===== src/rtl/clock_divider_prog_if.sv =====
// Control/status bundle for the programmable clock-enable divider.
// The master side drives run/step/divisor; the slave (divider) returns tick, cout, count and halt status.
interface clock_divider_prog_if #(
    parameter int CNT_W  = 32,
    parameter int TCNT_W = 32
);
    logic              run;
    logic              step;
    logic [CNT_W-1:0]  div_val;
    logic              tick;
    logic              cout;
    logic [TCNT_W-1:0] tick_cnt;
    logic              halted;

    modport master (
        output run, step, div_val,
        input  tick, cout, tick_cnt, halted
    );

    modport slave (
        input  run, step, div_val,
        output tick, cout, tick_cnt, halted
    );
endinterface


===== src/rtl/clock_divider_prog.sv =====
// Programmable divider producing a one-cycle tick enable and a 50% duty cout,
// with run/halt and single-step control for stepping the CPU clock during debug.
module clock_divider_prog #(
    parameter int CNT_W     = 32,
    parameter int TCNT_W    = 32,
    parameter int RESET_DIV = 0
) (
    input  logic                 cin,
    input  logic                 rst,
    clock_divider_prog_if.slave  bus
);

    // RESET_DIV only documents the usual divisor source; a negative value is meaningless.
    if (RESET_DIV < 0) begin : g_reset_div_negative
    end

    logic [CNT_W-1:0]  cnt_reg;
    logic [CNT_W-1:0]  div_cur_reg;
    logic [TCNT_W-1:0] tick_cnt_reg;
    logic              tick_reg;
    logic              cout_reg;
    logic              halted_reg;
    logic              step_q_reg;
    logic              pend_reg;

    logic              step_edge;
    logic              at_terminal;
    logic              fire;

    assign step_edge   = bus.step & ~step_q_reg;
    assign at_terminal = (cnt_reg == div_cur_reg);
    // Running: fire at terminal count. Halted: fire only on a pending step request.
    assign fire        = bus.run ? at_terminal : pend_reg;

    always_ff @(posedge cin) begin
        if (rst) begin
            cnt_reg      <= '0;
            div_cur_reg  <= bus.div_val;
            tick_cnt_reg <= '0;
            tick_reg     <= 1'b0;
            cout_reg     <= 1'b0;
            halted_reg   <= 1'b1;
            step_q_reg   <= 1'b1;
            pend_reg     <= 1'b0;
        end else begin
            step_q_reg <= bus.step;
            halted_reg <= ~bus.run;
            tick_reg   <= fire;
            // Edges seen while running are dropped, and run rising clears any pending step.
            pend_reg   <= ~bus.run & step_edge;

            if (fire) begin
                cnt_reg      <= '0;
                div_cur_reg  <= bus.div_val;
                cout_reg     <= ~cout_reg;
                tick_cnt_reg <= tick_cnt_reg + TCNT_W'(1);
            end else if (bus.run) begin
                cnt_reg <= cnt_reg + CNT_W'(1);
            end
        end
    end

    assign bus.tick     = tick_reg;
    assign bus.cout     = cout_reg;
    assign bus.tick_cnt = tick_cnt_reg;
    assign bus.halted   = halted_reg;

endmodule


===== src/flat_wrapper.sv =====
// flat-port wrapper written by rule: the top's interface ports become plain ports
module clock_divider_prog_flat 
#(
    parameter int CNT_W     = 32,
    parameter int TCNT_W    = 32,
    parameter int RESET_DIV = 0
)
  (cin, rst, bus_run, bus_step, bus_div_val, bus_tick, bus_cout, bus_tick_cnt, bus_halted);
  clock_divider_prog_if #(.CNT_W(CNT_W), .TCNT_W(TCNT_W)) bus_i ();
  input  logic cin;
  input  logic rst;
  input wire logic [$bits(bus_i.run)-1:0] bus_run;
  input wire logic [$bits(bus_i.step)-1:0] bus_step;
  input wire logic [$bits(bus_i.div_val)-1:0] bus_div_val;
  output wire logic [$bits(bus_i.tick)-1:0] bus_tick;
  output wire logic [$bits(bus_i.cout)-1:0] bus_cout;
  output wire logic [$bits(bus_i.tick_cnt)-1:0] bus_tick_cnt;
  output wire logic [$bits(bus_i.halted)-1:0] bus_halted;
  assign bus_i.run = bus_run;
  assign bus_i.step = bus_step;
  assign bus_i.div_val = bus_div_val;
  assign bus_tick = bus_i.tick;
  assign bus_cout = bus_i.cout;
  assign bus_tick_cnt = bus_i.tick_cnt;
  assign bus_halted = bus_i.halted;
  clock_divider_prog #(.CNT_W(CNT_W), .TCNT_W(TCNT_W), .RESET_DIV(RESET_DIV)) u_core (.cin(cin), .rst(rst), .bus(bus_i));
endmodule

===== config.mk =====
export PLATFORM = sky130hd
export DESIGN_NAME = clock_divider_prog_flat
export DESIGN_NICKNAME = d
export VERILOG_FILES = /design/src/rtl/clock_divider_prog_if.sv /design/src/rtl/clock_divider_prog.sv /design/src/flat_wrapper.sv
export SDC_FILE = /design/constraint.sdc
export NUM_CORES = 1
export LEC_CHECK = 0
export CORE_ASPECT_RATIO = 1.5
export CORE_UTILIZATION = 50
export DETAILED_ROUTE_END_ITERATION = 8
export DONT_BUFFER_PORTS = 1
export PLACE_DENSITY = 0.68
export SLEW_MARGIN = 15
export SYNTH_ARGS = -nofsm -noshare
export SYNTH_HDL_FRONTEND = slang
export SYNTH_SLANG_ARGS = --single-unit

===== constraint.sdc =====
create_clock -name cin -period 2.8 [get_ports cin]
set_input_delay 0.56 -clock cin [delete_from_list [all_inputs] [get_ports cin]]
set_output_delay 0.56 -clock cin [all_outputs]
set_load 0.005 [all_outputs]

# Word-level counts from Yosys, hierarchy flattened
# Cells that the tools add are included.
[totals]
register_bits = 101
inputBits = 36
output_inout_bits = 35
word_cells = 21
[classes]
add_sub_neg = 2
n_eq_ne = 1
mux = 3
bitwise_logic = 5
n_reduce_logical = 2
[ops]
columns = ["op", "count"]
rows = [
  ["32-bit by 1-bit adder with 32-bit output (second input constant)", 2],
  ["32-bit 2-to-1 mux", 2],
  ["32-bit == test", 1],
  ["1-bit inverter", 3],
  ["1-bit bitwise AND", 2],
  ["2-bit nonzero test", 1],
  ["2-bit OR reduction", 1],
  ["1-bit 2-to-1 mux", 1],
]

# Longest topological paths before layout
[logic_depth]
ltp_word = 4
mapped_depth = 9

# Worst setup path after synthesis
# Ideal clock, no wire load.
[synth_path]
kind = "reg-to-reg"
startpoint = "register u_core.cnt_reg[3]"
endpoint = "register u_core.div_cur_reg[0], enable pin"
setup_ps = 377
arrival_ps = 2286
required_ps = 2423
setup_slack_ps = 136
path_stages_with_launch = 9
n_path_buf = 3
synth_period_minus_slack_ps = 2664
cell_sequence = "dfxtp_1 > buf_6 > xnor2_2 > nand4_1 > or4_1 > buf_2 > o31a_4 > nand2_1 > buf_2"
[synth_between]
elab_chain_cells = 3
[synth_rtl]
columns = ["element", "line_no", "rtl"]
rows = [
  ["start, declared", "clock_divider_prog.sv:17", "logic [CNT_W-1:0] cnt_reg;"],
  ["start signal, assigned", "clock_divider_prog.sv:58", "cnt_reg <= cnt_reg + CNT_W'(1);"],
  ["32-bit == test", "clock_divider_prog.sv:31", "assign at_terminal = (cnt_reg == div_cur_reg);"],
  ["1-bit 2-to-1 mux", "clock_divider_prog.sv:33", "assign fire = bus.run ? at_terminal : pend_reg;"],
  ["2-bit nonzero test (no line)", "n/a", ""],
  ["end signal, assigned", "clock_divider_prog.sv:38", "div_cur_reg <= bus.div_val;"],
  ["end signal, assigned", "clock_divider_prog.sv:54", "div_cur_reg <= bus.div_val;"],
  ["end, declared", "clock_divider_prog.sv:18", "logic [CNT_W-1:0] div_cur_reg;"],
]
# Every way passes these cells.
# A chain may end at the register's enable or synchronous reset.

# Worst setup path after layout
[layout_path]
startpoint = "register u_core.cnt_reg[14]"
endpoint = "register u_core.tick_cnt_reg[18], in the netlist u_core.bus.tick_cnt[18]"
[layout_between]
elab_chain_cells = 2
[layout_rtl]
columns = ["element", "line_no", "rtl"]
rows = [
  ["32-bit == test", "clock_divider_prog.sv:31", ""],
  ["1-bit 2-to-1 mux", "clock_divider_prog.sv:33", ""],
  ["end signal, assigned", "clock_divider_prog.sv:56", "tick_cnt_reg <= tick_cnt_reg + TCNT_W'(1);"],
  ["end, declared", "clock_divider_prog.sv:19", "logic [TCNT_W-1:0] tick_cnt_reg;"],
]
# Every way passes these cells.

==> reports/metrics.yaml <==
setup_path:
  cpPeakStageDelay_ps: 440
  slowest_stage: "o41ai_1"
  r2r-start: "u_core.cnt_reg[14]"
  start_kind: "flop"
  end_kind: "flop"
  required_ps: 3040
  worstSetupStartpoint: "u_core.cnt_reg[14]"
  arrival_ps: 2800
  reg2reg_depth: 6
  path_class: "flop to flop"
  critPathMaxFanout: 12
  path_cells: "xor2_1, nor4_1, nand2_1, or2_2, o41ai_1, mux2_2"
yosys:
  synth_area_um2: 4620
  yosys-top-cells-count: "dfxtp_1 (69), nor2_1 (59), xor2_1 (41), nand2_1 (33), edfxtp_1 (32)"
  synth_most_common_cell: "dfxtp_1"
  async_flop_share: 0
  synthCells: 472
  yosys_warnings: 0
  yosys-top-cells-area: "dfxtp_1 (30%), edfxtp_1 (21%), xor2_1 (7.8%)"
  synth_seq_area_share: 0.507
  synth_seq_cells: 101
  post-synth-top-area-cell: "dfxtp_1"
  syn-mean-instance-area_um2: 9.79
  yosysUniqueCellTypes: 40
  synth_top_area_frac: 0.299
  synth_edf_count: 32
  synth_fp_nets: 510
  synth_flop_cell: "dfxtp_1"
timing:
  hold_viol: 0
  period_share: 0.914
  finalCriticalPeriod_ps: 2560
  worst_hold_slack_ps: 271
  fmax_ghz: 0.391
  fin_skew_ps: 9.23
  finalSetupViolCount: 0
  rsz0062_at_grt: "no"
  max_slew_margin: 0.678
  setup_tns_ps: 0
  tightest_slew_ps: 480
  drv_slew: 0
  setup_slack_ps: 240
clocking:
  cts.path.max_buffers: 2
  clk-insertion-delay-late_ps: 350
  cts_max_level: 3
  post-cts-setup-buffers: 0
  clock-sinks: 101
  holdBufCountCts: 0
  cts_resized: 0
  cts_inserted_buffers: 9
  root_buffer: "clkbuf_16"
  cts_tree: "yes"
  clk_pin_slew_ps: 70
pwr:
  power_mw: 2.90
  p_leak_nw: 1.77
  vdd.ir_drop.worst_v: 0.000601
  p_per_area_nw_per_um2: 572
floorplanning:
  core_um2: 8880
  die_width_um: 80.5
  io_pins: 71
  dieArea_um2: 9640
  start_util: 0.520
  die_y_um: 120
  rows: 42
finish:
  syn_to_final_growth_pct: 9.78
  nNetsFinal: 514
  postLayoutCoreUtil: 0.571
  antenna_cells: 0
  drive_gt1_frac: 0.104
hold_path:
  holdPathStages: 1
  hp-start: "bus_run"
  hold_class: "input port to flop"
placement:
  hpwlAfterDp_um: 7090
  port_buffers: 0
  gp_congestion: 0.822
  post-place-ws_ps: 215
global_routing:
  overflow: 0
  grt_max_degree: 49
  grt_pass1_wl_um: 15700
  grt_pass1_vias: 3406
  grt_util_all_layers: 0.216
  antenna_found_initial: 0
flow_run:
  max_cap_viol_count: 0
drt:
  ant_nets: 0
  viasPerCell: 5.77
  dr.pass1.iters: 4
  drc: 0
  totalWireLength_um: 9490
  drtIter0Drc: 134
  wl_per_cell_um: 16.1
  vias: 3412
outcome:
  status: "completed"
[final timing paths]
check,slack [ps],end
hold reg to reg,400,u_core.pend_reg
setup / recovery,240,u_core.bus.tick_cnt[18]
hold / removal,270,u_core.bus.halted
setup reg to reg,240,u_core.bus.tick_cnt[18]
[kinds of logic (layout without fill, tap and decap cells)]
kind of cell,count (synthesis),count (layout),share of synthesized area
fa+ha+maj,2,2,0.00542
flops,101,101,0.507
compound gates,49,49,0.0628
buf+inv,24,33,0.0249
mux,14,14,0.0336
xor+xnor,65,65,0.125
simple gates,217,217,0.241
[critical path, delay by kind of cell, from the launching register on]
family / cells / cell delay [ps]
flip-flops: 1 / 380
AO/OA/AOI/OAI: 1 / 440
XOR/XNOR: 1 / 190
multiplexers: 1 / 380
AND/OR/NAND/NOR: 3 / 1040
[layer usage]
metal | vias to the layer above | global-route usage | routed length (um)
met5 | - | 0 | 0
met4 | 0 | 0.0993 | 208
met3 | 18 | 0.0471 | 394
met2 | 82 | 0.395 | 5220
met1 | 1625 | 0.228 | 3670
li1 | 1687 | - | -
[cells in the final DEF (no fill, tap or decap), drive strengths merged, types with 2 or more instances in the layout]
cell / instances
a21oi: 17
and2: 5
and3: 7
and4: 7
buf: 12
clkbuf: 9
clkinv: 2
dfxtp: 69
edfxtp: 32
ha: 2
inv: 9
mux2: 12
mux2i: 2
nand2: 33
nand2b: 2
nand3: 31
nand4: 24
nor2: 59
nor2b: 12
nor3: 7
nor4: 6
nor4b: 2
o21a: 2
o21ai: 21
o31a: 2
o31ai: 2
o32ai: 4
or2: 4
or3: 14
or4: 4
xnor2: 24
xor2: 41
[power by group]
group          switching (mW)  total (mW)  internal, mW
Sequential             0.0189        1.56          1.55
Clock                   0.563        1.27         0.706
Combinational          0.0390      0.0676        0.0286
[through the flow]
step	cells	area, um^2
5_1_grt	591	5070
2_1_floorplan	472	4620
3_5_place_dp	575	4770
4_1_cts	591	5070
6_report	591	5070
3_3_place_gp	575	4770
[final cells by class]
class	instances	area (um^2)
flip-flops and latches	101	2340
inverters	5	18.8
well taps	110	138
multi-input cells	347	2160
fillers	790	3810
repair buffers	12	103
clock inverters	7	80.1
clock buffers	9	225
Note: power is estimated with default switching activity, not from simulation.
